## src/rtl/ram_burst_reader_pkg.sv

```systemverilog
// ram_burst_reader_pkg: shared state encoding, RAM instruction codes and widths for the burst reader.
package ram_burst_reader_pkg;
  typedef enum logic [1:0] {IDLE, ISSUE, SETTLE, WAIT} state_t;
  localparam logic RAM_READ = 1'b0;
  localparam logic RAM_WRITE = 1'b1;
  localparam int RAM_DATA_W = 16;
  localparam int RAM_ADDR_W = 23;
endpackage

```

## src/rtl/ram_burst_reader_fifo.sv

```systemverilog
// sync_fifo: power-of-two depth output buffer with flush.
// Ports: push/wrData enqueue, pop dequeues head rdData, flush empties it,
// full/empty/count report occupancy. Push and pop together are legal even when full.
module sync_fifo
  import ram_burst_reader_pkg::*;
#(
  parameter int DEPTH = 4
) (
  input  logic                    clk,
  input  logic                    rst_n,
  input  logic                    push,
  input  logic                    pop,
  input  logic                    flush,
  input  logic [RAM_DATA_W-1:0]   wrData,
  output logic [RAM_DATA_W-1:0]   rdData,
  output logic                    full,
  output logic                    empty,
  output logic [$clog2(DEPTH):0]  count
);
  localparam int AW = $clog2(DEPTH);
  logic [RAM_DATA_W-1:0] mem [DEPTH];
  logic [AW-1:0] wrPtr, rdPtr;
  logic doPush, doPop;
  assign empty = count == '0;
  assign full = count == (AW+1)'(DEPTH);
  assign doPop = pop && !empty;
  assign doPush = push && (!full || doPop);
  assign rdData = mem[rdPtr];
  always_ff @(posedge clk or negedge rst_n)
    if (!rst_n) begin
      wrPtr <= '0;
      rdPtr <= '0;
      count <= '0;
    end else if (flush) begin
      wrPtr <= '0;
      rdPtr <= '0;
      count <= '0;
    end else begin
      wrPtr <= wrPtr + AW'(doPush);
      rdPtr <= rdPtr + AW'(doPop);
      count <= count + (AW+1)'(doPush) - (AW+1)'(doPop);
    end
  always_ff @(posedge clk)
    if (doPush && !flush) mem[wrPtr] <= wrData;
endmodule

```

## src/rtl/ram_burst_reader.sv

```systemverilog
// ram_burst_reader: issues one READ at a time to the async RAM controller and streams words out.
// Ports: start/base_addr/word_count launch a burst, abort cancels it, busy/done report progress;
// w_data/w_valid/w_ready is the output stream; ram_* is the controller request/response interface.
module ram_burst_reader
  import ram_burst_reader_pkg::*;
#(
  parameter int FIFO_DEPTH = 4,
  parameter int ADDR_W = RAM_ADDR_W,
  parameter int CNT_W = 16
) (
  input  logic                  clk,
  input  logic                  rst_n,
  input  logic                  start,
  input  logic                  abort,
  input  logic [ADDR_W-1:0]     base_addr,
  input  logic [CNT_W-1:0]      word_count,
  output logic                  busy,
  output logic                  done,
  output logic [RAM_DATA_W-1:0] w_data,
  output logic                  w_valid,
  input  logic                  w_ready,
  output logic                  ram_instruction,
  output logic                  ram_latch,
  output logic [ADDR_W-1:0]     ram_addr,
  output logic [RAM_DATA_W-1:0] ram_wdata,
  input  logic [RAM_DATA_W-1:0] ram_rdata,
  input  logic                  ram_ready
);
  localparam int CW = $clog2(FIFO_DEPTH) + 1;
  state_t state, stateNext;
  logic [ADDR_W-1:0] addr;
  logic [CNT_W-1:0] remaining;
  logic ramLatch, abortPend, push, pop, flush, full, empty, lastWord, aborting;
  logic [CW-1:0] fifoCount, countNext;
  sync_fifo #(.DEPTH(FIFO_DEPTH)) fifo (
    .clk(clk), .rst_n(rst_n), .push(push), .pop(pop), .flush(flush),
    .wrData(ram_rdata), .rdData(w_data), .full(full), .empty(empty), .count(fifoCount)
  );
  assign w_valid = !empty;
  assign pop = w_valid && w_ready;
  assign busy = state != IDLE;
  assign ram_latch = ramLatch;
  assign ram_addr = addr;
  assign ram_instruction = RAM_READ;
  assign ram_wdata = '0;
  assign aborting = abort || abortPend;
  assign lastWord = remaining == CNT_W'(1);
  // Occupancy after this edge; the latch is predicted one cycle early so it comes from a flop.
  assign countNext = fifoCount + CW'(push) - CW'(pop);
  always_comb begin
    stateNext = state;
    push = 1'b0;
    flush = 1'b0;
    case (state)
      IDLE: stateNext = (start && word_count != '0) ? ISSUE : IDLE;
      // A request already strobed this cycle cannot be withdrawn, so abort is deferred to WAIT.
      ISSUE: begin
        stateNext = ramLatch ? SETTLE : abort ? IDLE : ISSUE;
        flush = !ramLatch && abort;
      end
      SETTLE: stateNext = WAIT;
      WAIT: if (ram_ready) begin
        flush = aborting;
        push = !aborting;
        stateNext = (aborting || lastWord) ? IDLE : ISSUE;
      end
      default: stateNext = IDLE;
    endcase
  end
  always_ff @(posedge clk or negedge rst_n)
    if (!rst_n) begin
      state <= IDLE;
      addr <= '0;
      remaining <= '0;
      ramLatch <= 1'b0;
      abortPend <= 1'b0;
      done <= 1'b0;
    end else begin
      state <= stateNext;
      ramLatch <= stateNext == ISSUE && countNext != CW'(FIFO_DEPTH);
      abortPend <= stateNext != IDLE && (abortPend || (abort && state != IDLE));
      done <= (state == IDLE && start && word_count == '0) || (push && lastWord);
      if (state == IDLE && start) begin
        addr <= base_addr;
        remaining <= word_count;
      end else if (push) begin
        addr <= addr + ADDR_W'(1);
        remaining <= remaining - CNT_W'(1);
      end
    end
endmodule

```

## config.mk

```make
export PLATFORM = sky130hd
export DESIGN_NAME = ram_burst_reader
export DESIGN_NICKNAME = d
export VERILOG_FILES = /design/src/rtl/ram_burst_reader_pkg.sv /design/src/rtl/ram_burst_reader_fifo.sv /design/src/rtl/ram_burst_reader.sv
export SDC_FILE = /design/constraint.sdc
export NUM_CORES = 1
export LEC_CHECK = 0
export ABC_AREA = 1
export ABC_CLOCK_PERIOD_IN_PS = 2600
export CORE_MARGIN = 2
export CORE_UTILIZATION = 47
export CTS_CLUSTER_DIAMETER = 60
export DETAILED_ROUTE_END_ITERATION = 12
export PLACE_DENSITY = 0.77
export SYNTH_ARGS = -nofsm -noshare
export SYNTH_HDL_FRONTEND = slang
export SYNTH_SLANG_ARGS = --single-unit
```

## constraint.sdc

```tcl
create_clock -name clk -period 2.6 [get_ports clk]
set_input_delay 0.65 -clock clk [delete_from_list [all_inputs] [get_ports clk]]
set_output_delay 0.65 -clock clk [all_outputs]
set_load 0.005 [all_outputs]
```

# Word-level counts from Yosys, hierarchy flattened
# Memories as Yosys holds them, arrays and structs flattened.
# Index checks and enable logic that the tools add are counted.
[word_totals] out_inout_bits=60 n_memories=1 ram_bits=64 word_cells=73 reg_bits=51 input_bits=61
[op_classes] addsub=8 n_eq_ne=7 n_reduce_logical=29 muxes=19
[memory_table] memory="fifo.mem" depth=4 word_bits=16 read_ports=1 rd_clocked_by_memory_dff=0 wr=1 line="ram_burst_reader_fifo.sv:21" source="logic [RAM_DATA_W-1:0] mem [DEPTH];"
[ops] operator="two-way mux 23 bit" n=2
[ops] operator="two-way mux 16 bit" n=2
[ops] operator="adder 23 x 1 -> 23 bit (second input constant)" n=1
[ops] operator="equality test 16 x 1 -> 1 bit (second input constant)" n=1
[ops] operator="zero test 16 bit" n=1
[ops] operator="nonzero test 16 bit" n=1
[ops] operator="subtractor 16 x 1 -> 16 bit (second input constant)" n=1
[ops] operator="logical AND 1 bit" n=12
[ops] operator="two-way mux 1 bit" n=8
[ops] operator="two-way mux 2 bit" n=4
[ops] operator="one-hot mux 2 bit (4 select lines)" n=1
[ops] operator="adder 3 x 1 -> 3 bit" n=2
[ops] operator="nonzero test 2 bit" n=3
[ops] operator="subtractor 3 x 1 -> 3 bit" n=2
[ops] operator="zero test 1 bit" n=5
[ops] operator="logical OR 1 bit" n=5
[ops] operator="adder 2 x 1 -> 2 bit" n=2
[ops] operator="equality test 2 x 1 -> 1 bit (second input constant)" n=2
[ops] operator="equality test 2 bit (second input constant)" n=2
[ops] operator="equality test 3 bit (second input constant)" n=1
[ops] operator="zero test 3 bit" n=1
[ops] operator="two-way mux 3 bit" n=1
[ops] operator="inequality test 3 bit (second input constant)" n=1
[ops] operator="zero test 2 bit" n=1
[ops] operator="one-hot mux 1 bit (2 select lines)" n=1

# Depth between registers and ports, before layout
[depth] word_depth=9 ltp_mapped=12 depth_no_buf=11

# By module
# From an unflattened synthesis, not the netlist that was laid out.
[hier_totals] cells_unflattened=755 hier_area_um2=6242.2
[modules_own_cells] mod="ram_burst_reader" cells_per_inst=510 seq_area_each_um2=1101.1 area_each_um2=3254.4 n_inst=1
[modules_own_cells] mod="sync_fifo" cells_per_inst=245 seq_area_each_um2=2097.0 area_each_um2=2987.9 n_inst=1

# Worst setup path after synthesis
# OpenSTA, ideal clock, no wires.
[synth_path] path_type="input -> register" from="in ram_ready" to="mem fifo.mem[1][0] (enable)" path_buffers=0 setup_time_ps=409 arrival_time_ps=2409 setup_slack_ps=-219 cell_stages=6 required_time_ps=2191 cell_sequence="nand2_1 -> nor2_4 -> nand3_2 -> a31oi_2 -> inv_1 -> nor3_1"
[synth_between] elab_chain_cells=6 word_cells_on_any_way=9 classes_between="mux: 6; reduce/logical: 3"
[synth_lines] element="start: declaration" line="ram_burst_reader.sv:27" source="input logic ram_ready"
[synth_lines] element="two-way mux 1 bit" line="ram_burst_reader.sv:62" source="WAIT: if (ram_ready) begin"
[synth_lines] element="one-hot mux 1 bit (2 select lines) or two-way mux 1 bit (tied branches)" line="ram_burst_reader.sv:54" source="case (state)"
[synth_lines] element="zero test 1 bit or logical AND 1 bit (tied branches)" line="ram_burst_reader_fifo.sv:44, ram_burst_reader_fifo.sv:27"
[synth_lines] element="logical AND 1 bit *" line="ram_burst_reader_fifo.sv:44" source="if (doPush && !flush) mem[wrPtr] <= wrData;"
[synth_lines] element="two-way mux 1 bit *" line="ram_burst_reader_fifo.sv:44"
[synth_lines] element="two-way mux 1 bit (implied by the code) *" line="ram_burst_reader_fifo.sv:44"
[synth_lines] element="end: declaration" line="ram_burst_reader_fifo.sv:21"
# Mark *: on every way between the ends. The rest lies on a longest branch, timed or not.

# Worst setup path in the final report
[layout_path] from="reg fifo.rdPtr[0]" to="out w_data[14]"
[layout_between] elab_chain_cells=1
[layout_lines] element="start: declaration" line="ram_burst_reader_fifo.sv:22" source="logic [AW-1:0] wrPtr, rdPtr;"
[layout_lines] element="start signal: assignment" line="ram_burst_reader_fifo.sv:40" source="rdPtr <= rdPtr + AW'(doPop);"
[layout_lines] element="memory (4 x 16 bit)"
[layout_lines] element="end: declaration" line="ram_burst_reader.sv:19" source="output logic [RAM_DATA_W-1:0] w_data,"
# No other way between the ends.

==> run_results.csv <==
group,metric,value,unit
finish,final_cell_area,7960,µm²
cts,cts.htree.levels,4,
grt,grt-ovfl-total,0,
finish,final_util,0.636,
finish,drive_above_1_share,0.0887,
cts,cts_tree,"done",
pwr,irDropWorstVdd,0.620,mV
die,die_y,117,µm
cts,cts.sinks,115,
die,floorplan.io_pins,121,
synth,async_flop_share,0.443,
synth,yosys_warnings,0,
place,place_area,7310,µm²
timing,finalSetupTns,0,ps
pwr,power,8.22,mW
timing,setup_ws,72.3,ps
timing,finalHoldViolations,0,
synth,ys_seq_elements,115,
cts,insertion_delay,410,ps
synth,syn-cell-area,5980,µm²
grt,grt_antenna_before_repair,0,
setup_path,reg2reg_to,"ram_latch",
outcome,status,"completed",
setup_path,cp_data_arrival_time,1880,ps
finish,fillers,1050,
setup_path,rr_startpoint,"fifo.count[1]",
cts,cts-buffers-inserted,17,
setup_path,critPathKind,"flop to primary output",
synth,synth_top_area_frac,0.321,
cts,clk_pin_slew,60,ps
setup_path,required,1950,ps
timing,fin_skew,10.6,ps
routing,vias,5250,
routing,drc,0,
timing,setup-violations-final,0,
grt,grt_usage,0.231,
synth,synth_top_cell_by_area,"edfxtp_1",
synth,ys_seq_area_frac,0.535,
synth,synth_edf_count,64,
setup_path,start_kind,"flop",
setup_path,cp-end-kind,"primary output",
routing,first_iter_violations,590,
timing,max_slew_margin,0.558,
routing,firstDrtPassIters,6,
timing,slew_viol_final,0,
finish,multi_input_area,2390,µm²
die,die_w,117,µm
die,die_area,13600,µm²
cts,clock_path_buffers,2,
pwr,power_density,1030,nW/µm²
worst_hold_path,hold_path.class,"input port to asynchronous set/reset pin",
synth,synth_cell_types,40,
place,place_inst,972,
die,placeableCoreArea,12500,µm²
cts,clockRootBuffer,"clkbuf_16",
place,dp_slack,-267,ps
synth,synth_cells,695,
place,io_buffers,103,
grt,grt_pass1_vias,5070,
synth,synthTopCellsByArea,"edfxtp_1 32%, dfrtp_1 21%, nand2_1 11%",
routing,drt-wirelength-per-cell,15.1,µm
synth,ys.flop_type,"edfxtp_1",
timing,post-route-min-period,2530,ps
timing,rsz0062_at_grt,"yes",
setup_path,r2r_slack,330,ps
cts,hold_buffers,0,
grt,grt_max_degree,52,
place,place_hpwl,10200,µm
timing,min_period_over_period,0.972,
setup_path,reg2reg_depth,10,
run,cap_viol_max_count,0,
finish,area_growth,33.1,%
pwr,p_leak,3.35,nW
finish,fin_nets,893,
die,core.rowCount,41,
synth,synth_common_cells,"170 x nand2_1, 125 x nor2_1, 64 x edfxtp_1, 61 x inv_1, 51 x dfrtp_1",
finish,instances_no_fill,1006,
synth,post_synth.cell_area_avg,8.61,µm²
finish,n_antenna_cell,0,
grt,grt_pass1_wl,23800,µm
place,gp_congestion,0.923,
timing,fmax,396,MHz
timing,holdWs,342,ps
synth,synth.most_common_cell,"nand2_1",
timing,worst_pin_slew,663,ps
setup_path,cp_max_fo,16,
routing,routed_wl,15200,µm
finish,final-seq-area,3200,µm²
routing,viasPerCell,5.22,
routing,ant_nets,0,
die,initial_core_util,0.478,
[routing by layer]
layer / vias to the layer above / track usage / part of all wire / wire length, µm
met4: 0 / 0.113 / 0.024 / 363
li1: 2507 / - / - / -
met3: 39 / 0.0644 / 0.074 / 1130
met2: 249 / 0.377 / 0.49 / 7460
met5: - / 0 / 0 / 0
met1: 2455 / 0.283 / 0.41 / 6210
[timing repair]
item	4_1_cts	5_1_grt
pin swaps	0	2
gates cloned	0	2
setup buffers	0	0
endpoints found under the setup margin	16	15
resized for setup	2	16
[registers in the layout (all words and copies together) (netlist names)]
signal	flops
abortPend	1
state	2
fifo.count	3
ram_addr	23
remaining	16
fifo.wrPtr	2
fifo.mem	64
done	1
ram_latch	1
fifo.rdPtr	2
[power breakdown]
part | internal (mW) | switching [mW] | total, mW
Combinational | 1.49 | 1.70 | 3.19
Clock | 1.43 | 0.835 | 2.27
Sequential | 2.31 | 0.445 | 2.75
Total | 5.23 | 2.98 | 8.22
[layout make-up]
type                       count  share of cell area
clock buffer                  20              0.0561
clock inverter                12              0.0168
inverter                      64              0.0306
multi-input combinational    495               0.300
sequential                   115               0.402
tap                          172              0.0270
timing repair buffer         127               0.167
timing repair inverter         1            0.000629
[worst max-delay path, stage by stage, from the launching register on]
cell             delay [ps]
dfrtp_1                 410
inv_2                   130
clkbuf_16               190
o21ai_0                  90
o22ai_1                 130
clkdlybuf4s50_1         520
[worst max path at each step]
stage / startpoint / to / slack (ps)
floorplan: ram_ready / fifo.mem[1][0] / -220
global placement: ram_ready / ram_latch / -160
detailed placement: ram_ready / ram_latch / -270
CTS: fifo.rdPtr[0] / w_data[7] / 2
global route: fifo.rdPtr[0] / w_data[5] / -30
finish: fifo.rdPtr[0] / w_data[14] / 70
[cell families (layout without fill, tap and decap cells)]
| logic type | count (synthesis) | count (layout) | share of synthesized area |
|---|---|---|---|
| xor+xnor | 16 | 16 | 0.0234 |
| fa+ha+maj | 11 | 11 | 0.0255 |
| flops | 115 | 115 | 0.535 |
| buf+inv | 101 | 224 | 0.0772 |
| compound gates | 95 | 95 | 0.0952 |
| simple gates | 356 | 356 | 0.243 |
| other cells | 1 | 17 | 0.000627 |
[cells in the final DEF (no fill, tap or decap), drive strengths merged, types with 17 or more instances in the layout]
| cell type | synthesis | routed |
|---|---|---|
| clkdlybuf4s50 | 0 | 90 |
| nand3 | 42 | 42 |
| conb | 1 | 17 |
| nand2 | 172 | 172 |
| dfrtp | 51 | 51 |
| buf | 27 | 24 |
| nor2 | 128 | 128 |
| clkbuf | 10 | 21 |
| edfxtp | 64 | 64 |
| inv | 64 | 64 |
| o22ai | 20 | 20 |
| o21ai | 48 | 48 |
No activity file was read; power rests on OpenSTA's default activity.
==> patch, RTL diff (same settings) <==
`CNT_W`: 16 -> 32.
--- a/src/rtl/ram_burst_reader.sv
+++ b/src/rtl/ram_burst_reader.sv
@@ -8,3 +8,3 @@
   parameter int ADDR_W = RAM_ADDR_W,
-  parameter int CNT_W = 16
+  parameter int CNT_W = 32
 ) (
Interface: changed (resized word_count); port bits go from 121 to 137. No check against the original RTL was run, so the function may have changed too.
==> patch against the unedited design <==
Synthesized cell count up 23%. Total power is 16% higher. Clock skew increased by 0.0039 ns. First-iteration DRC count decreased by 21%. Wire length up 21%. Sequential cell count up 16. Synthesized area up 19%. Design area grew 17%. Register-to-register slack better by 0.05 ns. Global-route usage grew 0.29 points. Setup slack worse by 0.0045 ns. Utilization decreased by 1.5 points. Critical path depth is the same. Highest routed layer unchanged.
==> patch: results (changes against the unedited design) <==
[setup_path]
r2r_setup_slack_ns=0.38  ; was 0.33 ns

[sta]
clock_skew_ns=0.0145  ; was 0.0106 ns
min_period_over_period_pct=97.4  ; was 97.2%
max-slew-margin-rel_pct=50.2  ; was 55.8%
hold_ws_ns=0.229  ; was 0.342 ns

[status]
outcome=completed  ; unchanged

[detailed_routing]
routedLengthMet1_um=7950  ; was 6210 µm
drt-total-wl_um=18300  ; was 15200 µm
num_vias=6235  ; was 5250
wl_met2_um=8810  ; was 7460 µm
wl_met3_um=1150  ; was 1130 µm
drt_iter0_drc=468  ; was 590
maxUsedRoutingLayer=met4  ; unchanged

[place]
io_buffers=119  ; was 103
gp_congestion=0.936  ; was 0.923
pre_cts_ws_ns=-0.246  ; was -0.267 ns
dp_hpwl_um=13100  ; was 10200 µm

[global_routing]
grtUsageMet3_pct=4.86  ; was 6.44%
use_met2_pct=38.9  ; was 37.7%
use_met1_pct=30.3  ; was 28.3%
grt_pass1_vias=6054  ; was 5070
grt_max_degree=68  ; was 52
grt_pass1_wl_um=29600  ; was 23800 µm
grtUsageTotal_pct=23.4  ; was 23.1%

[synthesis]
synth.area.top_cells=edfxtp_1 27%, dfrtp_1 23%, nand2_1 9.7%  ; was edfxtp_1 32%, dfrtp_1 21%, nand2_1 11%
yosys-top-cells-count=185 x nand2_1, 150 x nor2_1, 91 x inv_1  ; was 170 x nand2_1, 125 x nor2_1, 64 x edfxtp_1
ys_seq_area_share_pct=50.4  ; was 53.5%
ys_async_sr_fraction_pct=51.1  ; was 44.3%

[finish]
final_layout_size_suffix_gt1_share_pct=8.98  ; was 8.87%
fillers=1277  ; was 1050
fin_nets=1089  ; was 893
antenna_cells=0  ; unchanged

[min_path]
hp-class=primary input to async pin  ; unchanged

[power_and_ir_drop]
power_leakage_nw=3.99  ; was 3.35 nW
vdd_ir_drop_max_v=0.000557  ; was 0.000620 V

[clock_tree]
clk_path_buf_depth=2  ; unchanged

## patch: power by group
part           switching [mW]  internal (mW)
clock network           0.922           1.32
logic                    2.08           1.88
registers               0.604           2.69
total                    3.61           5.88
## patch: logic make-up after synthesis
| group | count (synthesis) | share of synthesized area (%) |
|---|---|---|
| flip-flops | 131 | 50.4 |
| other | 1 | 0.0525 |
| adder cells (fa/ha/maj) | 11 | 2.14 |
| XOR/XNOR | 32 | 3.93 |
| buffers and inverters | 138 | 8.46 |
| AO/OA/AOI/OAI | 116 | 9.95 |
| AND/OR/NAND/NOR | 428 | 25.1 |
## patch: what timing repair did
| action | CTS | global route |
|---|---|---|
| gates resized for setup | 11 | 12 |
| endpoints found under the setup margin | 16 | 14 |
| pin swaps | 2 | 3 |
| setup buffers | 2 | 2 |
| gates cloned | 1 | 0 |
## patch: metrics by stage
step	TNS, ns	cells	cell area, µm²
floorplan	-14.38	873	7220
global placement	-3.81	1165	8670
detailed placement	-5.94	1165	8670
CTS	0	1199	9310
global route	-0.0333	1201	9340
finish	0	1201	9340
## patch: worst paths after layout
check	end	from	cells past startpoint
setup / recovery	w_data[7]	fifo.rdPtr[0]	5
hold / removal	ram_addr[19]	rst_n	2
setup reg to reg	ram_latch	fifo.count[1]	10
hold reg to reg	ram_addr[21]	ram_addr[21]	2
max in group asynchronous	fifo.rdPtr[0]	rst_n	2
min in group clk	ram_addr[21]	ram_addr[21]	2
## patch: final cells by class
class | instances | share of cell area (%)
Clock buffer | 17 | 4.56
Clock inverter | 14 | 1.37
Inverter | 95 | 3.91
Multi-Input combinational cell | 604 | 32.4
Sequential cell | 131 | 38.6
Tap cell | 188 | 2.52
Timing Repair Buffer | 152 | 16.6
